File: config.mk
export PLATFORM = sky130hd
export DESIGN_NAME = pwm_capture_flat
export DESIGN_NICKNAME = d
export VERILOG_FILES = /design/src/rtl/pwm_capture_if.sv /design/src/rtl/pwm_capture.sv /design/src/flat_wrapper.sv
export SDC_FILE = /design/constraint.sdc
export NUM_CORES = 1
export LEC_CHECK = 0
export CORE_ASPECT_RATIO = 0.6
export CORE_MARGIN = 2
export CORE_UTILIZATION = 35
export CTS_BUF_LIST = sky130_fd_sc_hd__clkbuf_2 sky130_fd_sc_hd__clkbuf_4 sky130_fd_sc_hd__clkbuf_8
export DETAILED_ROUTE_END_ITERATION = 12
export GPL_ROUTABILITY_DRIVEN = 0
export HOLD_SLACK_MARGIN = 0.02
export PLACE_DENSITY = 0.55
export SLEW_MARGIN = 20
export SYNTH_ARGS = -nofsm -noshare
export SYNTH_HDL_FRONTEND = slang
export SYNTH_SLANG_ARGS = --single-unit
File: constraint.sdc
create_clock -name clk -period 4.6 [get_ports clk]
set_input_delay 0.46 -clock clk [delete_from_list [all_inputs] [get_ports clk]]
set_output_delay 0.46 -clock clk [all_outputs]
set_load 0.005 [all_outputs]
File: src/rtl/pwm_capture_if.sv
`default_nettype none
// ============================================================================
//  Module   : pwm_capture_if
//  Purpose  : Register-side bundle for pwm_capture. The peripheral register
//             block drives the capture enable and reads back the measurement
//             and status bits.
//  Signals  : enable        - capture enable (register side -> capture)
//             period_count  - last complete period, in clocks
//             high_count    - active clocks in the last complete period
//             meas_valid    - period_count/high_count hold a valid result
//             meas_stb      - one-cycle pulse when new values are loaded
//             stuck         - no active edge for TIMEOUT_COUNT clocks
//             stuck_level   - synchronized input level when stuck was set
//             overflow      - sticky, a period counter saturated
//  Modports : master - register side, slave - pwm_capture
//  Revision : 1.0 - initial release
// ============================================================================
interface pwm_capture_if #(
    parameter int unsigned CNT_WIDTH = 32
);
    logic                 enable;
    logic [CNT_WIDTH-1:0] period_count;
    logic [CNT_WIDTH-1:0] high_count;
    logic                 meas_valid;
    logic                 meas_stb;
    logic                 stuck;
    logic                 stuck_level;
    logic                 overflow;

    modport master (
        output enable,
        input  period_count, high_count, meas_valid, meas_stb,
               stuck, stuck_level, overflow
    );

    modport slave (
        input  enable,
        output period_count, high_count, meas_valid, meas_stb,
               stuck, stuck_level, overflow
    );
endinterface
`default_nettype wire

File: src/rtl/pwm_capture.sv
`default_nettype none
// ============================================================================
//  Module   : pwm_capture
//  Purpose  : Measures period and active time of an asynchronous PWM input in
//             system clocks, and flags an input that stops toggling.
//  Ports    : clk     - system clock
//             resetn  - asynchronous active-low reset
//             pwm_in  - asynchronous PWM input
//             bus     - pwm_capture_if.slave (enable in; results/status out)
//  Params   : CNT_WIDTH     - width of counters and results
//             TIMEOUT_COUNT - clocks without an active edge before stuck
//                             (2 <= TIMEOUT_COUNT < 2^CNT_WIDTH - 1)
//             POLARITY      - 1: measure high time, rising edge is active
//                             0: measure low time, falling edge is active
//  Revision : 1.0 - initial release
// ============================================================================
module pwm_capture #(
    parameter int unsigned CNT_WIDTH     = 32,
    parameter int unsigned TIMEOUT_COUNT = 2000000,
    parameter logic        POLARITY      = 1'b1
) (
    input  wire logic      clk,
    input  wire logic      resetn,
    input  wire logic      pwm_in,
    pwm_capture_if.slave   bus
);

    localparam logic [CNT_WIDTH-1:0] c_ALL_ONES     = {CNT_WIDTH{1'b1}};
    localparam logic [CNT_WIDTH-1:0] c_ONE          = CNT_WIDTH'(1);
    // Idle counter restarts at 0 after the edge cycle, so this value is
    // reached on the TIMEOUT_COUNT-th clock after that edge.
    localparam logic [CNT_WIDTH-1:0] c_TIMEOUT_LAST = CNT_WIDTH'(TIMEOUT_COUNT - 1);

    typedef enum logic [1:0] {
        S_IDLE    = 2'd0,
        S_ARM     = 2'd1,
        S_MEASURE = 2'd2,
        S_STUCK   = 2'd3
    } state_t;

    state_t               r_state;
    state_t               w_state_nxt;
    logic                 w_load;
    logic                 w_enter_stuck;

    logic                 r_sync1;
    logic                 r_sync2;
    logic                 r_dly;
    logic                 w_act;
    logic                 w_act_dly;
    logic                 w_edge;
    logic                 w_timeout;

    logic [CNT_WIDTH-1:0] r_run_period;
    logic [CNT_WIDTH-1:0] r_run_high;
    logic [CNT_WIDTH-1:0] r_idle;
    logic [CNT_WIDTH-1:0] r_period_count;
    logic [CNT_WIDTH-1:0] r_high_count;
    logic                 r_meas_valid;
    logic                 r_meas_stb;
    logic                 r_stuck_level;
    logic                 r_overflow;

    // ------------------------------------------------------------------
    // Input conditioning: two-flop synchronizer plus one delay stage
    // ------------------------------------------------------------------
    always_ff @(posedge clk or negedge resetn) begin
        if (!resetn) begin
            r_sync1 <= 1'b0;
            r_sync2 <= 1'b0;
            r_dly   <= 1'b0;
        end else begin
            r_sync1 <= pwm_in;
            r_sync2 <= r_sync1;
            r_dly   <= r_sync2;
        end
    end

    assign w_act     = r_sync2 ~^ POLARITY;
    assign w_act_dly = r_dly ~^ POLARITY;
    assign w_edge    = w_act & ~w_act_dly;
    assign w_timeout = (r_idle == c_TIMEOUT_LAST);

    // ------------------------------------------------------------------
    // FSM
    // ------------------------------------------------------------------
    always_ff @(posedge clk or negedge resetn) begin
        if (!resetn) begin
            r_state <= S_IDLE;
        end else begin
            r_state <= w_state_nxt;
        end
    end

    always_comb begin
        w_state_nxt   = r_state;
        w_load        = 1'b0;
        w_enter_stuck = 1'b0;
        if (!bus.enable) begin
            w_state_nxt = S_IDLE;
        end else begin
            case (r_state)
                S_IDLE: begin
                    w_state_nxt = S_ARM;
                end
                S_ARM: begin
                    // First edge only aligns the counters; nothing to report yet.
                    if (w_edge) begin
                        w_state_nxt = S_MEASURE;
                    end else if (w_timeout) begin
                        w_state_nxt   = S_STUCK;
                        w_enter_stuck = 1'b1;
                    end
                end
                S_MEASURE: begin
                    // An edge on the timeout cycle still counts as activity.
                    if (w_edge) begin
                        w_load = 1'b1;
                    end else if (w_timeout) begin
                        w_state_nxt   = S_STUCK;
                        w_enter_stuck = 1'b1;
                    end
                end
                S_STUCK: begin
                    if (w_edge) begin
                        w_state_nxt = S_MEASURE;
                    end
                end
                default: begin
                    w_state_nxt = S_IDLE;
                end
            endcase
        end
    end

    // ------------------------------------------------------------------
    // Counters and result registers
    // ------------------------------------------------------------------
    always_ff @(posedge clk or negedge resetn) begin
        if (!resetn) begin
            r_run_period   <= '0;
            r_run_high     <= '0;
            r_idle         <= '0;
            r_period_count <= '0;
            r_high_count   <= '0;
            r_meas_valid   <= 1'b0;
            r_meas_stb     <= 1'b0;
            r_stuck_level  <= 1'b0;
            r_overflow     <= 1'b0;
        end else if (!bus.enable || (r_state == S_IDLE)) begin
            r_run_period   <= '0;
            r_run_high     <= '0;
            r_idle         <= '0;
            r_period_count <= '0;
            r_high_count   <= '0;
            r_meas_valid   <= 1'b0;
            r_meas_stb     <= 1'b0;
            r_stuck_level  <= 1'b0;
            r_overflow     <= 1'b0;
        end else begin
            // The edge cycle is itself the first clock of the new period,
            // and it is an active clock, hence the restart at 1.
            if (w_edge) begin
                r_run_period <= c_ONE;
                r_run_high   <= c_ONE;
                r_idle       <= '0;
            end else if (r_state != S_STUCK) begin
                // Frozen while stuck so a long dead input cannot overflow.
                if (r_run_period != c_ALL_ONES) begin
                    r_run_period <= r_run_period + c_ONE;
                end
                if (w_act && (r_run_high != c_ALL_ONES)) begin
                    r_run_high <= r_run_high + c_ONE;
                end
                if (!w_timeout) begin
                    r_idle <= r_idle + c_ONE;
                end
            end

            if (r_run_period == c_ALL_ONES) begin
                r_overflow <= 1'b1;
            end

            r_meas_stb <= w_load;
            if (w_load) begin
                r_period_count <= r_run_period;
                r_high_count   <= r_run_high;
                r_meas_valid   <= 1'b1;
            end

            if (w_enter_stuck) begin
                r_meas_valid  <= 1'b0;
                r_stuck_level <= r_sync2;
            end
        end
    end

    assign bus.period_count = r_period_count;
    assign bus.high_count   = r_high_count;
    assign bus.meas_valid   = r_meas_valid;
    assign bus.meas_stb     = r_meas_stb;
    assign bus.stuck        = (r_state == S_STUCK);
    assign bus.stuck_level  = r_stuck_level;
    assign bus.overflow     = r_overflow;

endmodule
`default_nettype wire
File: src/flat_wrapper.sv
// flat-port wrapper written by rule: the top's interface ports become plain ports
module pwm_capture_flat 
#(
    parameter int unsigned CNT_WIDTH     = 32,
    parameter int unsigned TIMEOUT_COUNT = 2000000,
    parameter logic        POLARITY      = 1'b1
)
  (clk, resetn, pwm_in, bus_enable, bus_period_count, bus_high_count, bus_meas_valid, bus_meas_stb, bus_stuck, bus_stuck_level, bus_overflow);
  pwm_capture_if #(.CNT_WIDTH(CNT_WIDTH)) bus_i ();
  input  wire logic clk;
  input  wire logic resetn;
  input  wire logic pwm_in;
  input wire logic [$bits(bus_i.enable)-1:0] bus_enable;
  output wire logic [$bits(bus_i.period_count)-1:0] bus_period_count;
  output wire logic [$bits(bus_i.high_count)-1:0] bus_high_count;
  output wire logic [$bits(bus_i.meas_valid)-1:0] bus_meas_valid;
  output wire logic [$bits(bus_i.meas_stb)-1:0] bus_meas_stb;
  output wire logic [$bits(bus_i.stuck)-1:0] bus_stuck;
  output wire logic [$bits(bus_i.stuck_level)-1:0] bus_stuck_level;
  output wire logic [$bits(bus_i.overflow)-1:0] bus_overflow;
  assign bus_i.enable = bus_enable;
  assign bus_period_count = bus_i.period_count;
  assign bus_high_count = bus_i.high_count;
  assign bus_meas_valid = bus_i.meas_valid;
  assign bus_meas_stb = bus_i.meas_stb;
  assign bus_stuck = bus_i.stuck;
  assign bus_stuck_level = bus_i.stuck_level;
  assign bus_overflow = bus_i.overflow;
  pwm_capture #(.CNT_WIDTH(CNT_WIDTH), .TIMEOUT_COUNT(TIMEOUT_COUNT), .POLARITY(POLARITY)) u_core (.clk(clk), .resetn(resetn), .pwm_in(pwm_in), .bus(bus_i));
endmodule
==> results.txt, run 1 <==
----------------------------------------------------
[Setup path]
  Worst path required time ... 5.02 ns
  Sequence of cells on the critical path ... inv_1, ha_1, nand2b_1, nor2_4, buf_4, a22o_1
  Origin of the worst setup path ... u_core.r_state[1]$_DFFE_PN0P_
  Worst-case register-to-register setup slack ... 1.86 ns
  Reg2reg path depth ... 6
  Endpoint of the lowest-slack register-to-register path ... u_core.bus.high_count[30]$_DFFE_PN0P_
  Largest incremental delay on the critical path ... 0.81 ns
  Kind of start point of the critical path ... flip-flop
  Critical Path AT ... 3.16 ns
  CP bufs+invs ... 2
  Slowest cell on crit path ... sky130_fd_sc_hd__nor2_4
  Worst setup path endpoint ... u_core.bus.high_count[30]$_DFFE_PN0P_
  Critical Path Sink Type ... flip-flop
  Crit path kind ... flip-flop to flip-flop
  Reg-to-reg startpoint ... u_core.r_state[1]$_DFFE_PN0P_
  Highest fanout seen on the critical path ... 38
  Top delay family on crit path ... simple AND/OR/NAND/NOR gates
  Total number of cells along the worst setup path ... 6

[Job]
  Maximum capacitance violations ... 0

[CTS]
  Depth of the CTS H-tree ... 4
  Root cell of the clock tree ... sky130_fd_sc_hd__clkbuf_8
  Post-CTS resize count ... 0
  Post-CTS Repair Setup Buffers ... 0
  Sinks on the clock net ... 169
  Largest buffer count on any clock path ... 2
  Source-to-sink clock delay at the later pin of the worst-skew pair ... 0.49 ns
  CTS Hold Bufs ... 0
  Clock tree from TritonCTS ... built
  Inserted Clock Buffers ... 17
  Clk pin slew, worst setup/hold paths ... 0.09 ns

[Synth]
  Share of async-settable or async-resettable flops after synthesis ... 1.00
  Syn Std Cell Area ... 0.00802 sq mm
  Net count after synthesis ... 786
  Share of synthesized area occupied by flip-flops and latches ... 0.527
  Most common flop cell mapped by yosys ... sky130_fd_sc_hd__dfrtp_1
  Syn. warnings ... 0
  Most area-consuming cells after synthesis ... sky130_fd_sc_hd__dfrtp_1, sky130_fd_sc_hd__a22o_1, sky130_fd_sc_hd__a21oi_1, sky130_fd_sc_hd__or3_1, sky130_fd_sc_hd__o21ai_0
  Yosys top cell area share ... 0.527
  Yosys reg bits ... 169
  Cell count after synthesis ... 774
  Average footprint of a synthesized cell ... 10.4 sq um
  Post-synth EDFFs ... 0
  Cell taking the most area after synthesis ... sky130_fd_sc_hd__dfrtp_1
  Number of distinct standard cells referenced by the synthesized netlist ... 56

[Global routing]
  Maximum number of pins on one net before global-route repair ... 95
  Global-route met3 utilization ... 0.0375
  GRT Util Overall ... 0.178
  Grt met2 use ... 0.217
  Vias in the first global route ... 6096
  Most used routing layer in global routing ... met1
  Wire length of the first global-routing pass ... 33300 um
  Initial antenna violation count ... 0
  GR Util met1 ... 0.299
  Total congestion overflow after global routing ... 0

[Placed design]
  Post-DP HPWL ... 13500 um
  Input/output buffers ... 72

[Layout]
  Antenna diode instance count ... 0
  Core utilization of the finished layout ... 0.424
  Area of the multi-input gates ... 0.00359 sq mm
  Share of cells above drive strength 1 ... 0.0745
  Signed area change from the synthesized netlist to the final layout ... 17.7%
  Sequential standard cell area ... 0.00423 sq mm
  Layout filler cell count ... 2161
  Number of nets in the final layout ... 846

[Power and ir drop]
  Leakage ... 0.00377 uW
  Power per standard cell area ... 287 mW/mm^2
  Peak VDD IR ... 0.197 mV

[Detailed routing]
  DR vias ... 6346
  Router iterations before antenna repair ... 5
  DR vias/cell ... 5.50
  Final WL ... 20200 um
  Number of DRC violations after detailed routing ... 0
  Post-detailed-route count of antenna-violating nets ... 0
  Average wire per cell in the routed design ... 17.5 um
  Detailed Route Iter0 Violations ... 520

[Floorplan]
  Die Wd ... 199 um
  Core Box Area ... 0.0223 sq mm
  Starting utilization of the core area ... 0.360
  Num ports ... 73
  Die Ht ... 121 um
  Standard-cell row count ... 42
  DIE AREA ... 0.0242 sq mm

[Timing]
  Total count of hold-check failures in the final report ... 0
  Slew headroom ... 0.387
  Setup violation total in the final timing report ... 0
  Total negative slack for setup checks ... 0 ns
  Fin crit share ... 0.596
  Setup repair after global routing missed its margin ... false
  Max frequency ... 364 MHz
  Min Tclk post-route ... 2.74 ns
  Transition time of the tightest slew-check pin ... 0.918 ns
  Final count of pins violating max slew ... 0
  Largest clock skew in the final design ... 0.0156 ns

[Run status]
  Status ... completed

[Worst hold path]
  Min-delay worst type ... input port to asynchronous set/reset pin

----------------------------------------------------
[cells in the mapped netlist (3+ instances only)]
cell type,n
sky130_fd_sc_hd__a21oi_1,58
sky130_fd_sc_hd__a22o_1,63
sky130_fd_sc_hd__a31oi_1,3
sky130_fd_sc_hd__and2_1,5
sky130_fd_sc_hd__and3_1,26
sky130_fd_sc_hd__and4_1,9
sky130_fd_sc_hd__buf_2,7
sky130_fd_sc_hd__clkbuf_1,25
sky130_fd_sc_hd__dfrtp_1,169
sky130_fd_sc_hd__ha_1,8
sky130_fd_sc_hd__inv_1,15
sky130_fd_sc_hd__mux2i_1,7
sky130_fd_sc_hd__nand2_1,49
sky130_fd_sc_hd__nand2b_1,4
sky130_fd_sc_hd__nand3_1,39
sky130_fd_sc_hd__nand3b_1,5
sky130_fd_sc_hd__nand4_1,26
sky130_fd_sc_hd__nand4b_1,3
sky130_fd_sc_hd__nor2_1,40
sky130_fd_sc_hd__nor3_1,12
sky130_fd_sc_hd__nor4_1,12
sky130_fd_sc_hd__nor4b_1,3
sky130_fd_sc_hd__o211ai_1,5
sky130_fd_sc_hd__o21a_1,9
sky130_fd_sc_hd__o21ai_0,43
sky130_fd_sc_hd__o31ai_1,16
sky130_fd_sc_hd__o41ai_1,4
sky130_fd_sc_hd__or2_2,6
sky130_fd_sc_hd__or3_1,38
sky130_fd_sc_hd__or4_1,12
sky130_fd_sc_hd__xnor2_1,5
sky130_fd_sc_hd__xor2_1,17
[state kept, by name, summed over array words and instances, names as in the netlist]
signal and cells:
u_core.r_dly 1, u_core.r_sync2 1, u_core.r_sync1 1, u_core.bus.meas_stb 1, u_core.r_run_high 32, u_core.bus.high_count 32
u_core.bus.meas_valid 1, u_core.r_run_period 32, u_core.r_idle 32, u_core.bus.period_count 32, u_core.bus.stuck_level 1, u_core.r_state 2
u_core.bus.overflow 1
[logic make-up (layout without fill, tap and decap cells)]
family,after synthesis,count (layout),synth area share
adders and majority gates,8,8,0.0125
AOI/OAI and AO/OA,216,216,0.186
and+or+nand+nor,299,299,0.213
DFF,169,169,0.527
buffers and inverters,53,125,0.0287
xor gates and xnor gates,22,22,0.0240
muxes,7,7,0.00874
[per-layer routing]
metal | up-vias | wire, um
li1 | 3058 | -
met1 | 3141 | 11700
met3 | 19 | 798
met5 | - | 0
met2 | 128 | 7560
met4 | 0 | 214
[report_power, final]
part / internal [uW] / switching (uW)
combinational: 28.0 / 106
clock: 505 / 567
sequential: 1490 / 8.76
total: 2020 / 681
[metrics by stage]
stage | hold slack, ns | cell area, sq um | setup WS (ns) | std cells | power [uW]
after floorplan | 0.164 | 8020 | 2.48 | 774 | 1600
after global placement | 0.390 | 9040 | 1.73 | 1123 | 1660
after detailed placement | 0.386 | 9040 | 1.69 | 1123 | 1660
after CTS | 0.0805 | 9430 | 1.81 | 1154 | 2740
after global routing | 0.137 | 9440 | 1.62 | 1154 | 2810
final | 0.0721 | 9440 | 1.86 | 1154 | 2700
[layout make-up]
| type | instances | share of cell area |
|---|---|---|
| sequential | 169 | 0.448 |
| tap | 308 | 0.0408 |
| multi-input combinational | 552 | 0.381 |
| timing repair buffer | 79 | 0.0834 |
| clock buffer | 20 | 0.0278 |
| clock inverter | 11 | 0.0131 |
| inverter | 15 | 0.00597 |
[layout by cell type (no fill, tap or decap), types with 4 or more instances in the layout]
cell and instances:
sky130_fd_sc_hd__nand3b_1 5, sky130_fd_sc_hd__and3_1 26, sky130_fd_sc_hd__o21a_1 9, sky130_fd_sc_hd__or2_2 6, sky130_fd_sc_hd__a21oi_1 57, sky130_fd_sc_hd__nand2_1 49, sky130_fd_sc_hd__o211ai_1 5, sky130_fd_sc_hd__xnor2_1 5
sky130_fd_sc_hd__o41ai_1 4, sky130_fd_sc_hd__a22o_1 63, sky130_fd_sc_hd__nor3_1 12, sky130_fd_sc_hd__nand3_1 39, sky130_fd_sc_hd__nand4_1 26, sky130_fd_sc_hd__o31ai_1 16, sky130_fd_sc_hd__mux2i_1 7, sky130_fd_sc_hd__dfrtp_1 169
sky130_fd_sc_hd__clkdlybuf4s50_1 71, sky130_fd_sc_hd__nor4_1 12, sky130_fd_sc_hd__inv_1 15, sky130_fd_sc_hd__and2_1 5, sky130_fd_sc_hd__o21ai_0 43, sky130_fd_sc_hd__nor2_1 38, sky130_fd_sc_hd__or3_1 38, sky130_fd_sc_hd__and4_1 8
sky130_fd_sc_hd__xor2_1 17, sky130_fd_sc_hd__or4_1 12, sky130_fd_sc_hd__clkbuf_8 18, sky130_fd_sc_hd__buf_4 6, sky130_fd_sc_hd__ha_1 8
[worst min path at each step]
| stage | start | endpoint | slack, ns | cells after the start |
|---|---|---|---|---|
| 2_1_floorplan | resetn | u_core.bus.high_count[0]$_DFFE_PN0P_ | 0.16 | 0 |
| 3_3_place_gp | u_core.r_sync1$_DFF_PN0_ | u_core.r_sync2$_DFF_PN0_ | 0.39 | 0 |
| 3_5_place_dp | u_core.r_sync1$_DFF_PN0_ | u_core.r_sync2$_DFF_PN0_ | 0.39 | 0 |
| 4_1_cts | resetn | u_core.r_idle[8]$_DFFE_PN0P_ | 0.08 | 1 |
| 5_1_grt | resetn | u_core.r_idle[14]$_DFFE_PN0P_ | 0.14 | 1 |
| 6_report | resetn | u_core.r_idle[18]$_DFFE_PN0P_ | 0.07 | 1 |
(Power assumes the default switching activity.)
==> run 2, diff against run 1 <==
==> constraint.sdc (replaced) <==
create_clock -name clk -period 2.85 [get_ports clk]
set_input_delay 0.285 -clock clk [delete_from_list [all_inputs] [get_ports clk]]
set_output_delay 0.285 -clock clk [all_outputs]
set_load 0.005 [all_outputs]
==> run 2 against run 1 <==
  * Die area is the same
  * Clock skew fell by 0.00062 ns
  * Global-route usage is 0.59 points higher
  * Clock-buffer cell count shrank 2
  * Combinational power grew 92%
  * Wire length is 3.2% higher
  * Clock power rose by 89%
  * Highest routed layer unchanged
  * Sequential share of layout area down 1.3 points
  * First-iteration DRC count up 18%
  * Largest power group unchanged
  * Final cell count rose by 2.0%
  * Non-clock buffer count increased by 23
  * Core utilization increased by 1.2 points
==> results.txt, run 2 (synthesis gave the netlist of run 1 again) <==
----------------------------------------------------
[Run status]
  Status ... completed (unchanged)

[Timing]
  Transition time of the tightest slew-check pin ... 0.821 ns (was 0.918 ns)
  Fin crit share ... 0.916 (was 0.596)
  Min Tclk post-route ... 2.61 ns (was 2.74 ns)
  Setup violation total in the final timing report ... 0 (unchanged)
  Total count of hold-check failures in the final report ... 0 (unchanged)
  Final count of pins violating max slew ... 0 (unchanged)
  Slew headroom ... 0.448 (was 0.387)
  Setup repair after global routing missed its margin ... false (unchanged)
  Total negative slack for setup checks ... 0 ns (unchanged)
  Largest clock skew in the final design ... 0.0150 ns (was 0.0156 ns)
  Max frequency ... 383 MHz (was 364 MHz)
  Worst-case setup margin in the final layout ... 0.240 ns (was 1.86 ns)

[CTS]
  Source-to-sink clock delay at the later pin of the worst-skew pair ... 0.49 ns (about the same)
  Post-CTS resize count ... 0 (unchanged)
  Clk pin slew, worst setup/hold paths ... 0.08 ns (was 0.09 ns)
  Root cell of the clock tree ... sky130_fd_sc_hd__clkbuf_8 (unchanged)
  Sinks on the clock net ... 169 (unchanged)
  Clock tree from TritonCTS ... built (unchanged)
  Inserted Clock Buffers ... 17 (unchanged)
  Depth of the CTS H-tree ... 4 (unchanged)
  Largest buffer count on any clock path ... 2 (unchanged)
  Post-CTS Repair Setup Buffers ... 0 (unchanged)
  CTS Hold Bufs ... 1 (was 0)

[Layout]
  Most frequent cells in the layout ... sky130_fd_sc_hd__dfrtp_1, sky130_fd_sc_hd__clkdlybuf4s50_1, sky130_fd_sc_hd__a22o_1 (unchanged)
  Antenna diode instance count ... 0 (unchanged)
  Share of cells above drive strength 1 ... 0.0967 (was 0.0745)
  Most common cell after layout, fill and taps aside ... sky130_fd_sc_hd__dfrtp_1 (unchanged)
  Layout filler cell count ... 2162 (was 2161)
  Signed area change from the synthesized netlist to the final layout ... 21.2% (was 17.7%)
  Number of nets in the final layout ... 869 (was 846)

[Setup path]
  Crit path kind ... flip-flop to flip-flop (unchanged)
  Critical Path AT ... 3.01 ns (was 3.16 ns)
  Kind of start point of the critical path ... flip-flop (unchanged)
  Worst path required time ... 3.25 ns (was 5.02 ns)
  Critical Path Sink Type ... flip-flop (unchanged)
  Highest fanout seen on the critical path ... 19 (was 38)

[Global routing]
  Wire length of the first global-routing pass ... 33900 um (was 33300 um)
  Total congestion overflow after global routing ... 0 (unchanged)
  Initial antenna violation count ... 0 (unchanged)
  Maximum number of pins on one net before global-route repair ... 71 (was 95)
  GRT Util Overall ... 0.184 (was 0.178)
  Vias in the first global route ... 6003 (was 6096)

[Detailed routing]
  Post-detailed-route count of antenna-violating nets ... 0 (unchanged)
  Final WL ... 20900 um (was 20200 um)
  DR vias ... 6460 (was 6346)
  Top Metal Used ... met4 (unchanged)
  Number of DRC violations after detailed routing ... 0 (unchanged)
  Met2 routed wirelength ... 7640 um (was 7560 um)
  Met3 wire length ... 1110 um (was 798 um)
  Router iterations before antenna repair ... 5 (unchanged)
  Detailed-route wire length on metal 1 ... 11900 um (was 11700 um)
  Detailed Route Iter0 Violations ... 614 (was 520)
  DR vias/cell ... 5.49 (was 5.50)
  Average wire per cell in the routed design ... 17.7 um (was 17.5 um)

[Floorplan]
  DIE AREA ... 0.0242 sq mm (unchanged)
  Die Ht ... 121 um (unchanged)
  Core Box Area ... 0.0223 sq mm (unchanged)
  Die Wd ... 199 um (unchanged)
  Standard-cell row count ... 42 (unchanged)
  Num ports ... 73 (unchanged)
  Starting utilization of the core area ... 0.360 (unchanged)

[Placed design]
  DP Worst Slack ... 0.322 ns (was 1.69 ns)
  Post-DP HPWL ... 14200 um (was 13500 um)
  Input/output buffers ... 72 (unchanged)

[Power and ir drop]
  Power after layout ... 4690 uW (was 2700 uW)
  Power per standard cell area ... 483 mW/mm^2 (was 287 mW/mm^2)
  Peak VDD IR ... 0.354 mV (was 0.197 mV)
  Leakage ... 0.00390 uW (was 0.00377 uW)

[Worst hold path]
  Min-delay worst type ... input port to flip-flop (was input port to asynchronous set/reset pin)

[Job]
  Maximum capacitance violations ... 0 (unchanged)

----------------------------------------------------
-- run 2: changes by cell type in the layout (fill, tap and decap cells not counted) --
| cell | change |
|---|---|
| sky130_fd_sc_hd__dlygate4sd3_1 | +1 |
| sky130_fd_sc_hd__inv_6 | +3 |
| sky130_fd_sc_hd__and4_2 | -1 |
| sky130_fd_sc_hd__clkinvlp_4 | -2 |
| sky130_fd_sc_hd__clkinv_2 | -2 |
| sky130_fd_sc_hd__o41ai_2 | +1 |
| sky130_fd_sc_hd__buf_4 | +19 |
| sky130_fd_sc_hd__and4_1 | +1 |
| sky130_fd_sc_hd__buf_12 | +3 |
| sky130_fd_sc_hd__clkbuf_4 | -2 |
| sky130_fd_sc_hd__o41ai_4 | -1 |
| sky130_fd_sc_hd__bufinv_16 | +3 |
-- run 2: final timing paths --
kind                            cells past startpoint                        startpoint                          endpoint  slack, ns
max in group asynchronous                           3                            resetn  u_core.r_run_high[1]$_DFFE_PN0P_       1.72
worst min-delay path                                1                            pwm_in          u_core.r_sync1$_DFF_PN0_       0.24
worst min register to register                      0          u_core.r_sync1$_DFF_PN0_          u_core.r_sync2$_DFF_PN0_       0.39
worst max-delay path                                7  u_core.r_run_high[1]$_DFFE_PN0P_  u_core.r_run_high[1]$_DFFE_PN0P_       0.24
worst max register to register                      7  u_core.r_run_high[1]$_DFFE_PN0P_  u_core.r_run_high[1]$_DFFE_PN0P_       0.24
min in group asynchronous                           2                            resetn     u_core.r_idle[20]$_DFFE_PN0P_       0.38
-- run 2: metrics by stage --
| step | std cells | util | hold slack (ns) | instance area [sq um] |
|---|---|---|---|---|
| 6_report | 1177 | 0.436 | 0.237 | 9720 |
| 4_1_cts | 1177 | 0.436 | 0.190 | 9720 |
| 3_5_place_dp | 1145 | 0.415 | 0.362 | 9240 |
| 2_1_floorplan | 774 | - | -0.0106 | 8020 |
| 5_1_grt | 1177 | 0.436 | 0.202 | 9720 |
| 3_3_place_gp | 1145 | 0.415 | 0.357 | 9240 |
-- run 2: critical path, stage by stage, from the launching register on --
cell	delay, ns
sky130_fd_sc_hd__dfrtp_1	0.46
sky130_fd_sc_hd__ha_1	0.27
sky130_fd_sc_hd__and3_1	0.29
sky130_fd_sc_hd__and3_1	0.27
sky130_fd_sc_hd__and4_1	0.61
sky130_fd_sc_hd__buf_4	0.32
sky130_fd_sc_hd__o21ai_0	0.13
sky130_fd_sc_hd__a21oi_1	0.18
-- run 2: power breakdown --
| group | leakage [uW] | internal, uW | switching [uW] |
|---|---|---|---|
| registers | 0.00235 | 2410 | 12.1 |
| clock network | 0.000231 | 1070 | 943 |
| logic | 0.00132 | 70.7 | 187 |
-- run 2: layout make-up --
type,instances,area [sq um],share of cell area
sequential,169,4230,0.435
clock buffer,18,248,0.0255
inverter,15,56.3,0.00580
timing repair buffer,102,1000,0.103
multi-input combinational,552,3580,0.369
tap,308,385,0.0397
clock inverter,13,215,0.0222
-- run 2: per-layer routing --
metal  GRT usage  vias up
li1            -     3102
met1       0.307     3176
met2       0.222      164
met3      0.0445       18
met4      0.0551        0
met5           0        -
